==> config.mk <==
export PLATFORM = sky130hd
export DESIGN_NAME = spart_rx
export DESIGN_NICKNAME = d
export VERILOG_FILES = /design/src/rtl/spart_rx.sv
export SDC_FILE = /design/constraint.sdc
export NUM_CORES = 1
export LEC_CHECK = 0
export CAP_MARGIN = 15
export CORE_AREA = 2 2 53 55
export DETAILED_ROUTE_END_ITERATION = 8
export DIE_AREA = 0 0 55 57
export MAX_ROUTING_LAYER = met4
export PLACE_DENSITY_LB_ADDON = 0.25
export SLEW_MARGIN = 10
export SYNTH_ARGS = -nofsm -noshare
export SYNTH_HDL_FRONTEND = slang
export SYNTH_SLANG_ARGS = --single-unit
export TNS_END_PERCENT = 1
==> constraint.sdc <==
create_clock -name clk -period 2.8 [get_ports clk]
set_input_delay 0.56 -clock clk [delete_from_list [all_inputs] [get_ports clk]]
set_output_delay 0.56 -clock clk [all_outputs]
set_load 0.05 [all_outputs]
==> src/rtl/spart_rx.sv <==
// SPART receiver: 16x-oversampled 8N1 deserializer with data-available,
// framing-error and overrun flags cleared by a read strobe.
//
// state | meaning
// IDLE  | waiting for a high-to-low start edge (armed once line seen high)
// START | counting to mid start bit, rejecting short low pulses
// DATA  | sampling each data bit at mid-bit, LSB first
// STOP  | sampling stop bit, then loading the holding register
module spart_rx #(
   parameter int OVERSAMPLE = 16,
   parameter int DATA_BITS  = 8
) (
   input  logic                 clk,
   input  logic                 rst,
   input  logic                 receive_baud,
   input  logic                 rxd,
   input  logic                 rd_en,
   output logic [DATA_BITS-1:0] rx_data,
   output logic                 rda,
   output logic                 frame_err,
   output logic                 overrun
);

   localparam int CW = $clog2(OVERSAMPLE);
   localparam int BW = (DATA_BITS > 1) ? $clog2(DATA_BITS) : 1;
   localparam logic [CW-1:0] HALF_M1 = CW'(OVERSAMPLE / 2 - 1);
   localparam logic [CW-1:0] FULL_M1 = CW'(OVERSAMPLE - 1);
   localparam logic [BW-1:0] LAST_BIT = BW'(DATA_BITS - 1);

   typedef enum logic [1:0] {IDLE, START, DATA, STOP} state_t;

   state_t                 state_q, state_d;
   logic [CW-1:0]          cnt_q, cnt_d;
   logic [BW-1:0]          bcnt_q, bcnt_d;
   logic                   armed_q, armed_d;
   logic [DATA_BITS-1:0]   shift_q, shift_d;
   logic [DATA_BITS-1:0]   rx_data_d;
   logic                   rda_d, frame_err_d, overrun_d;
   logic                   sync1, rxd_s;
   logic                   load;

   always_ff @(posedge clk) begin
      if (rst) begin
         sync1     <= 1'b1;
         rxd_s     <= 1'b1;
         state_q   <= IDLE;
         cnt_q     <= '0;
         bcnt_q    <= '0;
         armed_q   <= 1'b0;
         shift_q   <= '0;
         rx_data   <= '0;
         rda       <= 1'b0;
         frame_err <= 1'b0;
         overrun   <= 1'b0;
      end else begin
         sync1     <= rxd;
         rxd_s     <= sync1;
         state_q   <= state_d;
         cnt_q     <= cnt_d;
         bcnt_q    <= bcnt_d;
         armed_q   <= armed_d;
         shift_q   <= shift_d;
         rx_data   <= rx_data_d;
         rda       <= rda_d;
         frame_err <= frame_err_d;
         overrun   <= overrun_d;
      end
   end

   always_comb begin
      state_d = state_q;
      cnt_d   = cnt_q;
      bcnt_d  = bcnt_q;
      armed_d = armed_q;
      shift_d = shift_q;
      load    = 1'b0;
      if (receive_baud) begin
         case (state_q)
            IDLE: begin
               // A line held low must be seen high again before it can retrigger
               if (armed_q && !rxd_s) begin
                  state_d = START;
                  cnt_d   = '0;
                  armed_d = 1'b0;
               end else if (rxd_s) begin
                  armed_d = 1'b1;
               end
            end
            START: begin
               if (cnt_q == HALF_M1) begin
                  if (!rxd_s) begin
                     state_d = DATA;
                     cnt_d   = '0;
                     bcnt_d  = '0;
                  end else begin
                     state_d = IDLE;
                  end
               end else begin
                  cnt_d = cnt_q + 1'b1;
               end
            end
            DATA: begin
               if (cnt_q == FULL_M1) begin
                  shift_d = {rxd_s, shift_q[DATA_BITS-1:1]};
                  cnt_d   = '0;
                  if (bcnt_q == LAST_BIT) begin
                     state_d = STOP;
                  end else begin
                     bcnt_d = bcnt_q + 1'b1;
                  end
               end else begin
                  cnt_d = cnt_q + 1'b1;
               end
            end
            STOP: begin
               if (cnt_q == FULL_M1) begin
                  load    = 1'b1;
                  state_d = IDLE;
                  armed_d = rxd_s;
               end else begin
                  cnt_d = cnt_q + 1'b1;
               end
            end
            default: state_d = IDLE;
         endcase
      end
   end

   // A load coinciding with a read wins over the clear
   always_comb begin
      rx_data_d   = rx_data;
      rda_d       = rda & ~rd_en;
      frame_err_d = frame_err & ~rd_en;
      overrun_d   = overrun & ~rd_en;
      if (load) begin
         rx_data_d   = shift_q;
         rda_d       = 1'b1;
         frame_err_d = ~rxd_s;
         overrun_d   = overrun | (rda & ~rd_en);
      end
   end

endmodule

Word level (Yosys, flattened, before mapping):

Cells that the tools add are included.

* register bits after elaboration: 31
* input bits: 5
* output and inout port bits: 11
* word-level logic and storage cells: 73

* add/sub/neg operators: 2
* eq/ne operators: 16
* muxes and demuxes: 28
* bitwise gates (word level): 6
* reductions and logical operators: 10

Operator list (number)
* 4-bit 2-to-1 mux: 5
* 2-bit inequality test, second input constant: 8
* 4-bit one-hot mux with 4 select lines: 1
* 2-bit 2-to-1 mux: 6
* 3-bit 2-to-1 mux: 4
* 6-bit AND reduction: 2
* 1-bit 2-to-1 mux: 9
* 2-bit one-hot mux with 4 select lines: 1
* 4-bit AND reduction: 2
* 3-bit inequality test, second input constant: 2
* 3-bit one-hot mux with 2 select lines: 1
* 4-bit by 1-bit adder with 4-bit output, second input constant: 1
* 2-bit == test, second input constant: 2
* 4-bit by 3-bit == test with 1-bit output, second input constant: 1
* 4-bit == test, second input constant: 1
* 2-bit nonzero test: 2
* 3-bit by 1-bit adder with 3-bit output, second input constant: 1
* 1-bit AND: 3
* 3-bit == test, second input constant: 1
* 3-bit AND reduction: 1
* 2-bit by 1-bit == test with 1-bit output, second input constant: 1
* 2-bit logical NOT: 1
* 1-bit NOT: 2
* 1-bit one-hot mux with 2 select lines: 1
* 3 further kinds: 3

Logic depth before layout (Yosys ltp):

Gate-level depths: netlist of the first run.

* word-level depth: 5
* depth in mapped cells: 6
* mapped depth without buffers: 6

Least setup slack after synthesis of the first run:

Ideal clock, no wire load.

* kind: register to register
* start point: register bcnt_q[0]
* end point: register bcnt_q[0]
* setup time: 0.070 ns
* data arrival time: 1.629 ns
* data required time: 2.730 ns
* slack: 1.100 ns
* stages on the path, launching flop included: 7
* path buffers: 0
* period minus slack after synthesis: 1.700 ns
* cell sequence: dfxtp_1 -> ha_1 -> ha_1 -> and4bb_1 -> o21ai_2 -> or4b_1 -> a21oi_1

* cells in the longest elaborated chain, start to end: 4
* elaborated cells between the ends (all ways): 7
* those cells by class: add/sub: 1; eq/ne: 2; mux: 3; reduce/logical: 1

RTL lines
* start, declared: line 34 `logic [BW-1:0] bcnt_q, bcnt_d;`
* start signal, assigned: line 60 `bcnt_q <= bcnt_d;`
* 3-bit by 1-bit adder with 3-bit output: line 109 `bcnt_d = bcnt_q + 1'b1;`
* 3-bit 2-to-1 mux: line 106 `if (bcnt_q == LAST_BIT) begin`
* 3-bit 2-to-1 mux: line 103 `if (cnt_q == FULL_M1) begin`
* 3-bit one-hot mux with 2 select lines: line 78 `case (state_q)`

Several ways; a longest one is shown, not always the timed one. The select of a mux whose other input is x is not followed.
A chain may end at the register's enable or synchronous reset.

Worst setup path after layout of the first run:

* start point: register rda
* end point: output port rda

RTL lines
* start, declared: line 19 `output logic rda,`
* start signal, assigned: line 64 `rda <= rda_d;`

No word-level cell between the ends.

==> qor.txt, run 1 <==
Fillers = 230
Hold-fix buffers at CTS = 0
Data required time of the worst path = 2240 ps
Number of enable-type register cells in the synthesized netlist = 0
Count of buffer and inverter cells on the critical path = 1
Root buf cell = clkbuf_4
Slew Limit Headroom = 66.51%
Worst hold slack after final layout = 416.2 ps
Initial Util = 52.34%
Commonest non-fill, non-tap cell in the layout = dfxtp_1
Layout-stage area growth over the synthesis result = 18.19%
Unrepaired setup endpoints after global routing = false
H-Tree Depth = 2
Area occupied by registers = 620.6 um2
Worst stage delay on the critical path = 810 ps
Clock-pin slew of the registers on the worst-case setup and hold paths = 100 ps
Crit path max-delay cell type = clkdlybuf4s50_1
Fraction of layout instances using a drive strength above 1 = 9.412%
Clock Skews = 9.424 ps
Shortest clock period the worst path allows after layout = 2063 ps
Min-delay worst type = flop to flop
Arr. time, crit path = 1500 ps
Via count normalized by instance count = 5.478
Syn_area_per_cell = 8.888 um2
Clk Latency, worst-skew pair = 330 ps
Total leakage power = 0.5882 nW
Vias in the first global route = 998
TritonCTS clock tree = done
Total count of hold-check failures in the final report = 0
Ys flop type = dfxtp_1
Crit-path cells = clkdlybuf4s50_1
Clock Path Buffers = 2
Category of the worst setup path launch point = flop
Clock sink count = 31
Critical path class = flop to output port
Core Rows = 19
Reg-to-reg critical path startpoint = cnt_q[0]
Detailed-route via count = 1101
Count of cells along the worst register-to-register path = 6
Post-synthesis sequential area ratio = 45.34%
FFs w/ async S/R, synth = 0%
Die X-Extent = 55 um
Maximum number of pins on one net before global-route repair = 21
Setup slack, reg-to-reg = 950 ps
Final routed DRC violation total = 0
Critical R2R Capture = shift_q[3]
Maximum net fanout on the critical path = 3
Number of stages on the worst setup path = 1
Wire length of the first global-routing pass = 4.326 mm
Max IR drop VDD = 0.3753 mV
Vert. Die Dim = 57 um
Number of antenna violations at the first check in global routing = 0
Global routing usage summed across all routing layers = 19.91%
Placeable core area = 2615 um2
Total die area = 3135 um2
Commonest non-fill, non-tap cells in the layout = 31 x dfxtp_1, 24 x nand2_1, 15 x clkdlybuf4s50_1
Post-DP HPWL = 1.773 mm
WL/cell = 12.88 um
Outcome = complete, no violations
Transition time at the pin with the least slew margin = 500.8 ps
Power per Cell Area = 520.9 nW/um2
Total I/O pin count = 16
# port buffers = 15
Max_cap viols = 0
Number of cells upsized or downsized after cts = 0
First-pass iteration count of the detailed router = 4
Post-synthesis instance total = 154
Post-CTS setup-driven buffer insertion count = 0
Area of the multi-input gates = 684.4 um2
#FFs+latches synth = 31
Detailed-route wire length = 2.589 mm
CTS Buf Count = 5
Tcrit/Tclk final = 73.69%
Net count of the mapped netlist = 162
Worst setup startpoint = rda
Number of routed nets with antenna violations = 0
# diodes = 0
Post-synthesis cell type count = 38
Synthesis Warnings = 0
Worst setup path end = rda
Critical path capture point type = output port
Total of endpoints with negative setup slack in the final report = 0
Total global routing overflow = 0
Fin nets = 177
CP top delay family = buffers and inverters
Cell area after technology mapping = 1369 um2
Violation count after the first detailed-routing iteration = 28
GPL Wtd Cong = 0.7156
Highest clock frequency the design can meet = 484.7 MHz
Final-layout setup total negative slack = 0 ps
Number of pins with negative max-slew slack in the final report = 0
-- cell families (layout without fill, tap and decap cells) --
group,Yosys count,in the layout,synth area share (%)
xor+xnor,1,1,0.6400
fa+ha+maj,3,3,2.743
mux,11,11,8.044
simple gates,61,61,23.31
buf+inv,14,30,4.661
flops,31,31,45.34
compound gates,33,33,15.27
-- cell usage after synthesis (all sizes together) (2+ instances only) --
| library cell | number | area share (%) |
|---|---|---|
| a31oi | 3 | 1.4 |
| clkbuf | 6 | 1.6 |
| or2 | 5 | 2.3 |
| inv | 4 | 1.1 |
| a21oi | 12 | 4.4 |
| ha | 3 | 2.7 |
| dfxtp | 31 | 45 |
| mux2i | 11 | 8.0 |
| and3b | 2 | 1.3 |
| nand2 | 24 | 6.6 |
| buf | 4 | 1.9 |
| a21o | 3 | 1.6 |
| nand3 | 5 | 1.8 |
| a211oi | 2 | 1.1 |
| o21ai | 6 | 2.5 |
| nor2 | 14 | 3.8 |
| nand4 | 2 | 0.91 |
-- routing by layer --
layer	vias to the layer above	wire (um)	track usage, %
li1	570	-	-
met1	511	1247	23.83
met2	13	1209	29.93
met3	7	78	6.283
met4	0	54	9.408
met5	-	0	-
-- report_power, final --
group	internal, mW	total (mW)	switching, mW
combinational	0.0126	0.0278	0.0153
clock	0.211	0.367	0.156
sequential	0.444	0.448	0.00378
-- through the flow --
stage                     utilization (%)  setup slack (ps)  cell area, um2  total power [mW]  std cells
final                               61.87             736.8            1618            0.8426        201
after global routing                61.87             684.1            1618            0.8699        201
after CTS                           61.87             724.6            1618            0.8510        201
after detailed placement            58.56             495.7            1531            0.4856        193
after global placement              58.56             540.9            1531            0.4850        193
after floorplan                         -              1100            1369            0.4756        154
-- sequential cells by signal (all words and copies together), names as in the netlist, named ones only --
signal	count
bcnt_q	3
rx_data	8
overrun	1
rxd_s	1
sync1	1
cnt_q	4
state_q	1
rda	1
armed_q	1
shift_q	8
frame_err	1
-- cell type report --
cell class | instances | area share, %
Sequential cell | 31 | 38.36
Timing Repair Buffer | 18 | 10.67
Clock buffer | 6 | 3.171
Inverter | 4 | 0.9281
Tap cell | 31 | 2.398
Multi-Input combinational cell | 109 | 42.30
Clock inverter | 2 | 2.166
-- worst min path at each step --
stage / startpoint / to / slack, ps / depth (start not counted)
after floorplan: sync1 / rxd_s / 390 / 1
after global placement: sync1 / rxd_s / 400 / 1
after detailed placement: sync1 / rxd_s / 400 / 1
after CTS: sync1 / rxd_s / 420 / 1
after global routing: sync1 / rxd_s / 440 / 1
final: sync1 / rxd_s / 420 / 1
Power figures use the tool's default switching activity.
==> run 2: changes to the inputs <==
--- a/config.mk
+++ b/config.mk
@@ -6,9 +6,9 @@
 export NUM_CORES = 1
 export LEC_CHECK = 0
 export CAP_MARGIN = 15
-export CORE_AREA = 2 2 53 55
+export CORE_AREA = 2 2 54 56
 export DETAILED_ROUTE_END_ITERATION = 8
-export DIE_AREA = 0 0 55 57
+export DIE_AREA = 0 0 56 58
 export MAX_ROUTING_LAYER = met4
 export PLACE_DENSITY_LB_ADDON = 0.25
 export SLEW_MARGIN = 10
==> constraint.sdc (replaced) <==
create_clock -name clk -period 2.1 [get_ports clk]
set_input_delay 0.42 -clock clk [delete_from_list [all_inputs] [get_ports clk]]
set_output_delay 0.42 -clock clk [all_outputs]
set_load 0.05 [all_outputs]
==> run 2 against run 1 <==
Net effect:
- routed wire length shrank 2.7%
- sequential power up 33%
- die area rose by 3.6%
- critical path depth unchanged
- register-to-register slack worse by 690 ps
- sequential cell count unchanged
- total power grew 33%
- highest routed layer unchanged
- sequential share of layout area fell by 0.35 points
- combinational power up 41%
- first-iteration DRC count decreased by 7.1%
- final cell count rose by 1.0%
- count of clock-buffer cells in the layout unchanged
==> qor.txt, run 2 (synthesized netlist as in run 1, its figures left out) <==
Critical path capture point type = output port
Max IR drop VDD = 0.5255 mV
Total I/O pin count = 16
Total count of hold-check failures in the final report = 0
Total of endpoints with negative setup slack in the final report = 0
Unrepaired setup endpoints after global routing = false
Clk Latency, worst-skew pair = 330 ps
CTS Buf Count = 5
Commonest non-fill, non-tap cells in the layout = 31 x dfxtp_1, 24 x nand2_1, 15 x clkdlybuf4s50_1
First-pass iteration count of the detailed router = 4
Wire length of the first global-routing pass = 4.478 mm
GPL Wtd Cong = 0.7832
Worst stage delay on the critical path = 820 ps
Outcome = complete, no violations
Final routed DRC violation total = 0
Clock Path Buffers = 2
Via count normalized by instance count = 5.374
Total leakage power = 0.5978 nW
Number of pins with negative max-slew slack in the final report = 0
Detailed-route wire length on metal 1 = 1.189 mm
Total die area = 3248 um2
Vias in the first global route = 1060
Layout-stage area growth over the synthesis result = 19.29%
Transition time at the pin with the least slew margin = 504.1 ps
Post-CTS setup-driven buffer insertion count = 0
Critical R2R Capture = bcnt_q[0]
Commonest non-fill, non-tap cell in the layout = dfxtp_1
Largest regs = rx_data: 8 flops, shift_q: 8 flops, cnt_q: 4 flops
Count of buffer and inverter cells on the critical path = 1
Category of the worst setup path launch point = flop
Data required time of the worst path = 1680 ps
Post-DP HPWL = 1.831 mm
Detailed-route wire length = 2.519 mm
Maximum net fanout on the critical path = 3
Clock sink count = 31
Overall Power = 1.124 mW
Vert. Die Dim = 58 um
Reg-to-reg critical path startpoint = bcnt_q[0]
# diodes = 0
Clock Skews = 10.19 ps
Clock-pin slew of the registers on the worst-case setup and hold paths = 100 ps
Maximum number of pins on one net before global-route repair = 18
Max_cap viols = 0
TritonCTS clock tree = done
Core Rows = 19
Final-layout setup total negative slack = 0 ps
# port buffers = 15
Highest Signal Layer = met4
Number of routed nets with antenna violations = 0
Total global routing overflow = 0
Met3 wirelength from detailed routing = 112 um
Power per Cell Area = 688.6 nW/um2
Initial Util = 51.41%
Total placed instance area = 1546 um2
Placeable core area = 2663 um2
Fin nets = 179
Critical path class = flop to output port
Detailed-route via count = 1091
CP top delay family = buffers and inverters
Number of antenna violations at the first check in global routing = 0
Min-delay worst type = flop to flop
Root buf cell = clkbuf_4
Hold-fix buffers at CTS = 0
Tcrit/Tclk final = 92.10%
Number of cells upsized or downsized after cts = 0
Violation count after the first detailed-routing iteration = 26
Die X-Extent = 56 um
Number of stages on the worst setup path = 1
Met2 WL post-DR = 1.164 mm
Fraction of layout instances using a drive strength above 1 = 10.47%
Shortest clock period the worst path allows after layout = 1934 ps
Arr. time, crit path = 1510 ps
Finished layout cell area = 1633 um2
Slew Limit Headroom = 66.29%
Worst setup path end = rda
Crit-path cells = clkdlybuf4s50_1
Worst setup startpoint = rda
Global routing usage summed across all routing layers = 18.65%
Post-Route Utilization = 61.33%
Count of cells along the worst register-to-register path = 6
H-Tree Depth = 2
Highest clock frequency the design can meet = 517.1 MHz
Crit path max-delay cell type = clkdlybuf4s50_1
Setup slack, reg-to-reg = 260 ps
WL/cell = 12.41 um
-- run 2: changes by cell type in the layout (fill, tap and decap cells not counted) --
cell	delta
buf_4	+2
-- run 2: power breakdown --
group / internal (mW) / switching (mW)
Combinational: 0.0192 / 0.0200
Clock: 0.281 / 0.207
Sequential: 0.592 / 0.00506
Total: 0.892 / 0.232
-- run 2: cell type report --
type                       count  area [um2]
inverter                       4       15.01
clock buffer                   6       51.30
fill                         227        1030
sequential                    31       620.6
tap                           31       38.79
multi-input combinational    109       684.4
timing repair buffer          20       187.7
clock inverter                 2       35.03
-- run 2: layer usage --
metal | vias up | track usage (%)
li1 | 570 | -
met5 | - | -
met2 | 18 | 28.07
met4 | 0 | 10.88
met3 | 8 | 6.920
met1 | 495 | 21.38
-- run 2: how the worst min path moves through the flow --
stage                from  endpoint  slack, ps  cells after the start
floorplan           sync1     rxd_s        390                      1
global placement    sync1     rxd_s        400                      1
detailed placement  sync1     rxd_s        390                      1
CTS                 sync1     rxd_s        400                      1
global route        sync1     rxd_s        420                      1
finish              sync1     rxd_s        400                      1
-- run 2: stage by stage --
stage / hold slack (ps) / cells / setup slack, ps
5_1_grt: 418.7 / 203 / 91.60
2_1_floorplan: 389.5 / 154 / 400.5
4_1_cts: 399.7 / 203 / 149.7
6_report: 402.3 / 203 / 166.0
3_5_place_dp: 393.8 / 195 / 127.3
3_3_place_gp: 398.4 / 195 / 150.4
==> run 3: changes to the inputs <==
--- a/config.mk
+++ b/config.mk
@@ -7,6 +7,7 @@
 export LEC_CHECK = 0
 export CAP_MARGIN = 15
 export CORE_AREA = 2 2 54 56
+export CTS_CLUSTER_DIAMETER = 50
 export DETAILED_ROUTE_END_ITERATION = 8
 export DIE_AREA = 0 0 56 58
 export MAX_ROUTING_LAYER = met4
==> results of run 3 <==
No change in the layout: final DEF, timing and power equal those of run 2.
